### config.mk
export PLATFORM = sky130hd
export DESIGN_NAME = puf_request_arbiter
export DESIGN_NICKNAME = d
export VERILOG_FILES = /design/src/rtl/puf_request_arbiter.sv
export SDC_FILE = /design/constraint.sdc
export NUM_CORES = 1
export LEC_CHECK = 0
export ABC_AREA = 1
export ABC_CLOCK_PERIOD_IN_PS = 3430
export CAP_MARGIN = 20
export CORE_MARGIN = 8
export CORE_UTILIZATION = 48
export DETAILED_ROUTE_END_ITERATION = 7
export PLACE_DENSITY = 0.86
export SETUP_SLACK_MARGIN = 0.3
export SLEW_MARGIN = 20
export SYNTH_ARGS = -nofsm -noshare
export SYNTH_HDL_FRONTEND = slang
export SYNTH_SLANG_ARGS = --single-unit
### constraint.sdc
create_clock -name clk -period 3.43 [get_ports clk]
set_clock_uncertainty 0.05 [all_clocks]
set_input_delay 1.029 -clock clk [delete_from_list [all_inputs] [get_ports clk]]
set_output_delay 1.029 -clock clk [all_outputs]
set_load 0.03 [all_outputs]
### src/rtl/puf_request_arbiter.sv
// Round-robin arbiter sharing one 16-bit RO PUF between NUM_REQ requesters.
// Optional WAIT timeout abort is enabled by defining the macro PUF_TIMEOUT_EN.
module puf_request_arbiter #(
  parameter int NUM_REQ        = 4,
  parameter int TIMEOUT_CYCLES = 65536
) (
  input  logic                 clk,
  input  logic                 rst,
  input  logic [NUM_REQ-1:0]   req,
  input  logic [5*NUM_REQ-1:0] req_challenge,
  output logic [NUM_REQ-1:0]   gnt,
  output logic [NUM_REQ-1:0]   rsp_valid,
  output logic [15:0]          rsp_data,
  output logic                 rsp_err,
  output logic                 busy,
  output logic                 puf_enable,
  output logic [4:0]           puf_challenge,
  input  logic [15:0]          puf_response,
  input  logic                 puf_response_valid
);

  localparam int IDX_W = $clog2(NUM_REQ);

  localparam logic [1:0] S_IDLE    = 2'd0;
  localparam logic [1:0] S_WAIT    = 2'd1;
  localparam logic [1:0] S_DELIVER = 2'd2;
  localparam logic [1:0] S_RELEASE = 2'd3;

  logic [1:0]       state;
  logic [IDX_W-1:0] ptr;
  logic [IDX_W-1:0] winner;
  logic [IDX_W-1:0] pick;
  logic             pick_vld;
  logic [4:0]       pick_chal;
  logic             wait_done;

  function automatic logic [IDX_W-1:0] wrap_idx(input logic [IDX_W-1:0] base, input int off);
    int s;
    s = int'(base) + off;
    if (s >= NUM_REQ) s = s - NUM_REQ;
    return IDX_W'(s);
  endfunction

  function automatic logic [NUM_REQ-1:0] onehot(input logic [IDX_W-1:0] idx);
    logic [NUM_REQ-1:0] o;
    o      = '0;
    o[idx] = 1'b1;
    return o;
  endfunction

  // Search starts at ptr so the requester after the last one served wins ties.
  always_comb begin
    pick_vld = 1'b0;
    pick     = ptr;
    for (int k = 0; k < NUM_REQ; k++) begin
      if (!pick_vld && req[wrap_idx(ptr, k)]) begin
        pick_vld = 1'b1;
        pick     = wrap_idx(ptr, k);
      end
    end
  end

  always_comb begin
    pick_chal = '0;
    for (int i = 0; i < NUM_REQ; i++) begin
      if (IDX_W'(i) == pick) pick_chal = req_challenge[5*i +: 5];
    end
  end

`ifdef PUF_TIMEOUT_EN
  logic [19:0] tmo_cnt;
  logic        err_q;

  // A valid arriving in the last allowed cycle still counts as a real response.
  always_comb begin
    wait_done = 1'b0;
    if (state == S_WAIT) begin
      wait_done = puf_response_valid || (tmo_cnt == 20'(TIMEOUT_CYCLES - 1));
    end
  end

  always_ff @(posedge clk) begin
    if (rst) begin
      tmo_cnt <= '0;
      err_q   <= 1'b0;
    end else begin
      if (state == S_IDLE && pick_vld) begin
        tmo_cnt <= '0;
      end else if (state == S_WAIT && !puf_response_valid) begin
        tmo_cnt <= tmo_cnt + 20'd1;
      end
      if (wait_done) err_q <= !puf_response_valid;
    end
  end

  assign rsp_err = err_q;
`else
  always_comb begin
    wait_done = 1'b0;
    if (state == S_WAIT) wait_done = puf_response_valid;
  end

  assign rsp_err = 1'b0;
`endif

  always_ff @(posedge clk) begin
    if (rst) begin
      state         <= S_IDLE;
      ptr           <= '0;
      winner        <= '0;
      gnt           <= '0;
      rsp_valid     <= '0;
      rsp_data      <= '0;
      puf_enable    <= 1'b0;
      puf_challenge <= '0;
    end else begin
      case (state)
        S_IDLE: begin
          if (pick_vld) begin
            winner        <= pick;
            gnt           <= onehot(pick);
            puf_enable    <= 1'b1;
            puf_challenge <= pick_chal;
            state         <= S_WAIT;
          end
        end
        S_WAIT: begin
          if (wait_done) begin
            rsp_data   <= puf_response_valid ? puf_response : 16'h0000;
            gnt        <= '0;
            puf_enable <= 1'b0;
            rsp_valid  <= onehot(winner);
            ptr        <= wrap_idx(winner, 1);
            state      <= S_DELIVER;
          end
        end
        S_DELIVER: begin
          rsp_valid <= '0;
          state     <= S_RELEASE;
        end
        // Hold off new grants until the PUF drops valid, so a stale valid is never captured.
        S_RELEASE: begin
          if (!puf_response_valid) state <= S_IDLE;
        end
        default: state <= S_IDLE;
      endcase
    end
  end

  assign busy = (state != S_IDLE);

endmodule

After elaboration in Yosys (flattened, before gate mapping)
Index checks and enable logic that the tools add are counted.
{ "classes": {"reduce_logical": 18, "multipliers": 0, "eq_ne": 9, "order_cmp": 13, "add_sub_neg": 9, "n_shift": 0, "n_bitwise": 0, "div": 0, "n_mux": 43} }
{ "op_table": {"columns": ["op", "count"], "rows": [
  ["$mux 2", 12],
  ["$mux 5", 4],
  ["$lt 2x3->1 const B", 6],
  ["$mux 16", 1],
  ["$pmux 4 s2", 2],
  ["$mux 1", 13],
  ["$ge 3x3->1 const B", 4],
  ["$mux 4", 3],
  ["$sub 2x1->2 const B", 5],
  ["$bmux 1 s2", 4],
  ["$pmux 2 s4", 1],
  ["$add 2x1->3 const B", 2],
  ["$add 2x2->3 const B", 2],
  ["$ne 2x2->1 const B", 3],
  ["$reduce_and 2->1", 3],
  ["$reduce_and 3->1", 2],
  ["$reduce_bool 2->1", 3],
  ["$logic_and 1x1->1", 5],
  ["$demux 1 s2", 2],
  ["$eq 2x2->1 const A", 2],
  ["$eq 2x2->1 const B", 2],
  ["$ge 2x1->1 const B", 2],
  ["$logic_not 2->1", 2],
  ["$ge 2x3->1 const B", 1],
  ["other kinds (4)", 6]
]} }
{ "word_totals": {"romBits": 0, "reg_bits": 36, "inputBits": 43, "ram_bits": 0, "wordCells": 100, "n_memories": 0, "latchBits": 0} }

Depth between registers and ports, before layout
Gate-level depths: netlist (run 1).
{ "logic_depth": {"depth_word": 20, "mapped_depth": 18} }

Least setup slack after synthesis (run 1)
No wires, ideal clock.
{ "synth_timing": {"path_type": "input to register", "start": "input port req[0]", "end": "register puf_challenge[0]", "arrival_ps": 2139, "slack_ps": 1120, "n_path_buf": 0, "cell_stages": 15, "cell_sequence": "inv_1 > nand2_1 > nand2_2 > nand2_2 > nand2_2 > nand2_2 > inv_2 > nand3_2 > inv_1 > nand2_2 > nand2_2 > nand2_2 > or2_0 > nand2_1 > a21oi_2"} }
{ "synth_between": {"elab_chain_len": 17, "word_cells_on_any_way": 31, "cone_classes": "3 x eq/ne; 20 x mux; 8 x reduce/logical"} }
{ "synth_lines": {"columns": ["item", "line_no", "text"], "rows": [
  ["start, declared", "9", "input logic [NUM_REQ-1:0] req,"],
  ["$bmux 1 s2", "56", "if (!pick_vld && req[wrap_idx(ptr, k)]) begin"],
  ["$mux 1 (not written as such)", "56", null],
  ["$mux 1", "56", null],
  ["$logic_not 1->1", "56", null],
  ["$logic_and 1x1->1", "56", null],
  ["$mux 1", "56", null],
  ["$logic_not 1->1", "56", null],
  ["$logic_and 1x1->1", "56", null],
  ["$mux 1", "56", null],
  ["$logic_not 1->1", "56", null],
  ["$logic_and 1x1->1", "56", null],
  ["$mux 2", "56", null],
  ["$logic_not 2->1", "66", "if (IDX_W'(i) == pick) pick_chal = req_challenge[5*i +: 5];"],
  ["$mux 5 (4 in series)", "66", null],
  ["end signal, assigned", "123", "puf_challenge <= pick_chal;"],
  ["end, declared", "17", "output logic [4:0] puf_challenge,"]
]} }
Several ways; a longest one is shown, not always the timed one. The select of a mux whose other input is x is not followed.
A chain may end at the register's enable or synchronous reset.

Worst setup path in the final report (run 1)
{ "layout_timing": {"start": "register state[0]", "end": "output port busy"} }
{ "layout_between": {"elab_chain_len": 1} }
{ "layout_lines": {"columns": ["item", "line_no", "text"], "rows": [
  ["start, declared", "29", "logic [1:0] state;"],
  ["start signal, assigned", "108", "state <= S_IDLE;"],
  ["start signal, assigned", "124", "state <= S_WAIT;"],
  ["start signal, assigned", "134", "state <= S_DELIVER;"],
  ["$reduce_bool 2->1", "150", "assign busy = (state != S_IDLE);"],
  ["end, declared", "15", "output logic busy,"]
]} }
No other way between the ends.

==> results of run 1 <==
==> per-layer routing <==
metal | up-vias | GRT usage (%)
met5 | - | 0
met4 | 0 | 3.75
met3 | 7 | 7.17
met2 | 75 | 27.7
met1 | 906 | 19.4
li1 | 1080 | -
==> metrics by stage <==
stage                     cell area [µm²]  utilization (%)
after floorplan                      2010                -
after global placement               2760             68.4
after detailed placement             2760             68.4
after CTS                            2870             71.2
after global routing                 2870             71.2
final                                2870             71.2
==> cells in the mapped netlist, types with 3 or more instances <==
cell type  count
nand2_1       75
dfxtp_1       36
clkbuf_1       6
ha_1           8
nor2_1        37
a21oi_2        4
nand3_1       22
inv_2          4
nand2_2       14
a21oi_1       16
inv_1         27
o21ai_0       28
or2_0          3
==> flip-flops by register name, indices dropped and copies added (netlist names) <==
| register | count |
|---|---|
| winner | 2 |
| gnt | 4 |
| rsp_data | 16 |
| rsp_valid | 4 |
| puf_enable | 1 |
| puf_challenge | 5 |
| state | 2 |
| ptr | 2 |
==> worst register-to-register path: cells and delay by family (launching register included) <==
| kind | cells | cell delay (ns) |
|---|---|---|
| DFF | 1 | 0.57 |
| and+or+nand+nor | 8 | 1.11 |
| AOI/OAI and AO/OA | 1 | 0.06 |
| buffers and inverters | 3 | 0.44 |
==> final cells by class <==
cell class	count	area share (%)
sequential	36	25.1
inverter	32	4.19
clock inverter	3	1.48
tap	50	2.18
multi-input combinational	220	38.6
clock buffer	5	2.40
timing repair buffer	75	26.0
==> report_power, final <==
group,total (µW),switching [µW],internal [µW]
clock,369,154,215
sequential,613,75.5,538
combinational,1390,883,508
==> path summary, 6_finish.rpt <==
kind | from | to | cells after the start
worst min-delay path | gnt[0] | gnt[0] | 2
worst max-delay path | state[0] | busy | 4
worst min register to register | gnt[0] | gnt[0] | 2
worst max register to register | ptr[0] | puf_challenge[1] | 12
==> kinds of logic (layout without fill, tap and decap cells) <==
family / count (synthesis) / in the layout / synth area share (%)
other cells: 1 / 1 / 0.186
compound gates: 51 / 51 / 14.0
flops: 36 / 36 / 35.8
simple gates: 160 / 160 / 35.9
buf+inv: 43 / 115 / 9.19
fa+ha+maj: 8 / 8 / 4.97
==> results.json, run 1 <==
{
  "status": "finished, final reports clean",
  "cts-root-buf": "clkbuf_8",
  "met3_length_um": 535,
  "antenna_left": 0,
  "synth-edff-count": 0,
  "grt_pass1_vias": 2027,
  "synthDistinctLibCells": 28,
  "chipWidth_um": 80.8,
  "period_needed_ns": 2.88,
  "die-area_mm2": 0.00653,
  "final_cell_mix": "nand2_1 (75), clkdlybuf4s50_1 (73), nor2_1 (37), dfxtp_1 (36), o21ai_0 (28)",
  "rsz0062_at_grt": "no",
  "cp_num_buf_inv": 3,
  "crit_fanout": 4,
  "required_ns": 2.35,
  "synth_area_leader_cell": "dfxtp_1",
  "placed_cells": 413,
  "synthArstFlopShare_pct": 0,
  "drtPass1Iterations": 4,
  "fin_cells": 421,
  "n_fill_cell": 354,
  "dr_total_vias": 2068,
  "place.gp.congestion": 0.909,
  "pre_cts_slack_ns": 0.323,
  "timing.final.ws_setup_ns": 0.549,
  "cts_max_level": 2,
  "synth-warning-count": 0,
  "cts_made_buffers": 5,
  "via_per_inst": 4.91,
  "p_per_area_mw_per_mm2": 827,
  "critPathMaxStageDelay_ns": 0.70,
  "initial_core_util_pct": 50.0,
  "dp_hpwl_um": 4050,
  "timing_worst_setup_path_type": "reg -> out",
  "grt_pass1_wl_um": 8870,
  "ctsResizeCount": 0,
  "clk_path_buf_depth": 2,
  "slowest_stage": "clkdlybuf4s50_1",
  "nets": 421,
  "cp_common_cell": "inv_1",
  "synth_seq_area_share_pct": 35.8,
  "yosys-top-cells-area": "dfxtp_1 (36%), nand2_1 (14%), o21ai_0 (7.0%)",
  "gr-usage-all-layers_pct": 16.7,
  "syn_inst": 299,
  "synth_flop_cell": "dfxtp_1",
  "setup_viol_count_final": 0,
  "routedWlPerCell_um": 12.3,
  "netlist_area_mm2": 0.00201,
  "maxSlewHeadroom_pct": 59.8,
  "vdd_drop_max_mv": 0.429,
  "power_uw": 2370,
  "layout-drive-gt1-share_pct": 10.5,
  "tightest_slew_ns": 0.603,
  "syn_nets": 350,
  "hold_buffers": 0,
  "drt-initial-drc-count": 95,
  "cts.sinks": 36,
  "grt_max_degree": 26,
  "area_growth_pct": 42.4,
  "end_kind": "output port",
  "n_antenna_cell": 0,
  "met2WireLength_um": 2260,
  "finalHoldViolCount": 0,
  "tritoncts": "built",
  "multi_input_area_mm2": 0.00111,
  "ys_ff_latch": 36,
  "overflow": 0,
  "period_share_pct": 84.0,
  "r2r_slack_ns": 1.09,
  "report.final.slew_viol_count": 0,
  "worst_setup_path_start_kind": "flop",
  "leakagePower_uw": 0.00126,
  "top_layer": "met4",
  "drcViolationCount": 0,
  "io_pins": 75,
  "fin_tns_setup_ns": 0,
  "seqCellArea_um2": 721,
  "worstPathArrival_ns": 1.80,
  "die_h_um": 80.8,
  "post_cts_buffers": 0,
  "drv_cap": 0,
  "port_buffers": 73,
  "whs_ns": 0.411,
  "layout_commonest_cell": "nand2_1",
  "synth_top_area_share_pct": 35.8,
  "max_clock_freq_ghz": 0.347,
  "core_area_mm2": 0.00403,
  "drt_wl_total_um": 5180,
  "clk_latency_ns": 0.29,
  "path_cells": "inv_1 -> ha_1 -> inv_1 -> clkdlybuf4s50_1",
  "wl_met1_um": 2330,
  "path_clk_slew_ns": 0.08,
  "grt_antenna_before_repair": 0,
  "row_count": 23,
  "min_path_type": "reg -> reg",
  "avgSynthCellArea_um2": 6.74,
  "cp_top_family": "buffers and inverters"
}
No activity file was read; power rests on OpenSTA's default activity.
==> run 2: changes to the inputs <==
--- a/config.mk
+++ b/config.mk
@@ -6,12 +6,12 @@
 export NUM_CORES = 1
 export LEC_CHECK = 0
 export ABC_AREA = 1
-export ABC_CLOCK_PERIOD_IN_PS = 3430
+export ABC_CLOCK_PERIOD_IN_PS = 2560
 export CAP_MARGIN = 20
 export CORE_MARGIN = 8
-export CORE_UTILIZATION = 48
+export CORE_UTILIZATION = 40
 export DETAILED_ROUTE_END_ITERATION = 7
-export PLACE_DENSITY = 0.86
+export PLACE_DENSITY = 0.76
 export SETUP_SLACK_MARGIN = 0.3
 export SLEW_MARGIN = 20
 export SYNTH_ARGS = -nofsm -noshare
==> constraint.sdc (replaced) <==
create_clock -name clk -period 2.56 [get_ports clk]
set_clock_uncertainty 0.05 [all_clocks]
set_input_delay 0.768 -clock clk [delete_from_list [all_inputs] [get_ports clk]]
set_output_delay 0.768 -clock clk [all_outputs]
set_load 0.03 [all_outputs]
==> results.json, run 2 (synthesis results as in run 1) <==
{
  "cp_top_family": "buffers and inverters",
  "min_path_type": "reg -> reg",
  "drv_cap": 0,
  "required_ns": 1.74,
  "die-area_mm2": 0.00756,
  "layout-drive-gt1-share_pct": 19.1,
  "top_layer": "met4",
  "io_pins": 75,
  "place.gp.congestion": 0.864,
  "fin_cells": 462,
  "routedWlPerCell_um": 12.2,
  "tritoncts": "built",
  "power_frac_seq_pct": 22.2,
  "drt-initial-drc-count": 99,
  "initial_core_util_pct": 40.5,
  "largest_reg_flops": 16,
  "placed_cells": 449,
  "dp_hpwl_um": 4340,
  "path_clk_slew_ns": 0.08,
  "grt_pass1_vias": 2118,
  "cp_num_buf_inv": 1,
  "port_buffers": 73,
  "n_antenna_cell": 0,
  "via_per_inst": 4.73,
  "dr_total_vias": 2183,
  "antenna_left": 0,
  "p_int_uw": 2020,
  "p_sw_uw": 1640,
  "timing_worst_setup_path_type": "reg -> out",
  "stdcell_area_mm2": 0.00314,
  "wl_met1_um": 2390,
  "worstPathArrival_ns": 1.33,
  "grt_pass1_wl_um": 9090,
  "p_comb_share_pct": 62.9,
  "postPlaceCellArea_mm2": 0.00290,
  "critPathMaxStageDelay_ns": 0.69,
  "p_per_area_mw_per_mm2": 1170,
  "n_fill_cell": 472,
  "vdd_drop_max_mv": 0.632,
  "layout_commonest_cell": "nand2_1",
  "period_share_pct": 83.8,
  "multi_input_area_mm2": 0.00119,
  "period_needed_ns": 2.15,
  "top_register": "rsp_data",
  "core_area_mm2": 0.00498,
  "setup_viol_count_final": 0,
  "switching_share_pct": 44.9,
  "crit_fanout": 2,
  "met3_length_um": 509,
  "path_cells": "clkdlybuf4s50_1",
  "reg_top3": "rsp_data (16), puf_challenge (5)",
  "seqCellArea_um2": 721,
  "grt_max_degree": 17,
  "clkPwrFrac_pct": 14.9,
  "grt_antenna_before_repair": 0,
  "nets": 442,
  "drtPass1Iterations": 4,
  "status": "finished, final reports clean",
  "clk_path_buf_depth": 2,
  "slowest_stage": "clkdlybuf4s50_1",
  "met2WireLength_um": 2660,
  "drt_wl_total_um": 5620,
  "report.final.slew_viol_count": 0,
  "rsz0062_at_grt": "no",
  "die_h_um": 87.0,
  "cts_max_level": 2,
  "cts-root-buf": "clkbuf_8",
  "gr-usage-all-layers_pct": 14.9,
  "finalHoldViolCount": 0,
  "cts_made_buffers": 5,
  "overflow": 0,
  "max_clock_freq_ghz": 0.466,
  "worst_setup_path_start_kind": "flop",
  "clk_latency_ns": 0.29,
  "leakagePower_uw": 0.00140,
  "cts.sinks": 36,
  "final_cell_mix": "nand2_1 (71), clkdlybuf4s50_1 (68), nor2_1 (36), dfxtp_1 (36)",
  "drcViolationCount": 0,
  "area_growth_pct": 55.9,
  "row_count": 26,
  "end_kind": "output port",
  "chipWidth_um": 87.0
}
-- run 2: final timing paths --
kind / startpoint / slack (ns) / to / cells past startpoint
setup / recovery: gnt[3] / 0.41 / gnt[3] / 1
hold / removal: rsp_valid[1] / 0.41 / rsp_valid[1] / 2
setup reg to reg: ptr[1] / 0.52 / gnt[3] / 14
hold reg to reg: rsp_valid[1] / 0.41 / rsp_valid[1] / 2
-- run 2: through the flow --
| step | power [µW] | TNS [ns] | hold slack (ns) | setup WS (ns) | util [%] |
|---|---|---|---|---|---|
| 3_3_place_gp | 2850 | -0.720 | 0.399 | -0.111 | 58.3 |
| 3_5_place_dp | 2890 | -1.09 | 0.403 | -0.145 | 58.3 |
| 5_1_grt | 3930 | 0 | 0.426 | 0.306 | 63.1 |
| 6_report | 3660 | 0 | 0.415 | 0.414 | 63.1 |
| 2_1_floorplan | 2160 | 0 | 0.440 | 0.511 | - |
| 4_1_cts | 3580 | 0 | 0.416 | 0.256 | 62.1 |
-- run 2: area by class of cell --
type / count / share of cell area [%]
repair buffers: 96 / 28.5
clock buffers: 7 / 3.07
inverters: 32 / 3.90
well taps: 70 / 2.79
multi-input cells: 220 / 37.8
flip-flops and latches: 36 / 22.9
clock inverters: 1 / 0.956
-- run 2: power by group through the flow --
stage | combinational [µW] | clock [µW] | sequential (µW)
final | 2300 | 547 | 813
after floorplan | 1100 | 0 | 1060
after global routing | 2520 | 579 | 833
after detailed placement | 2060 | 0 | 825
after global placement | 2030 | 0 | 821
after CTS | 2210 | 559 | 813
-- run 2: routing by layer --
layer / up-vias / GRT usage (%)
li1: 1127 / -
met2: 77 / 25.3
met5: - / 0
met1: 970 / 15.8
met4: 0 / 5.01
met3: 9 / 6.79
-- run 2: what timing repair did --
| action | CTS | global route |
|---|---|---|
| hold buffers | 0 | 0 |
| pin swaps | 5 | 17 |
| endpoints found under the setup margin | 14 | 12 |
| buffers inserted | 1 | 4 |
| gates resized for setup | 25 | 14 |
-- run 2: worst reg2reg max path, delay by kind of cell (launching register included) --
kind | cells | cell delay, ns
AO/OA/AOI/OAI | 4 | 0.35
flip-flops | 1 | 0.49
AND/OR/NAND/NOR | 6 | 0.60
buffers and inverters | 4 | 0.52
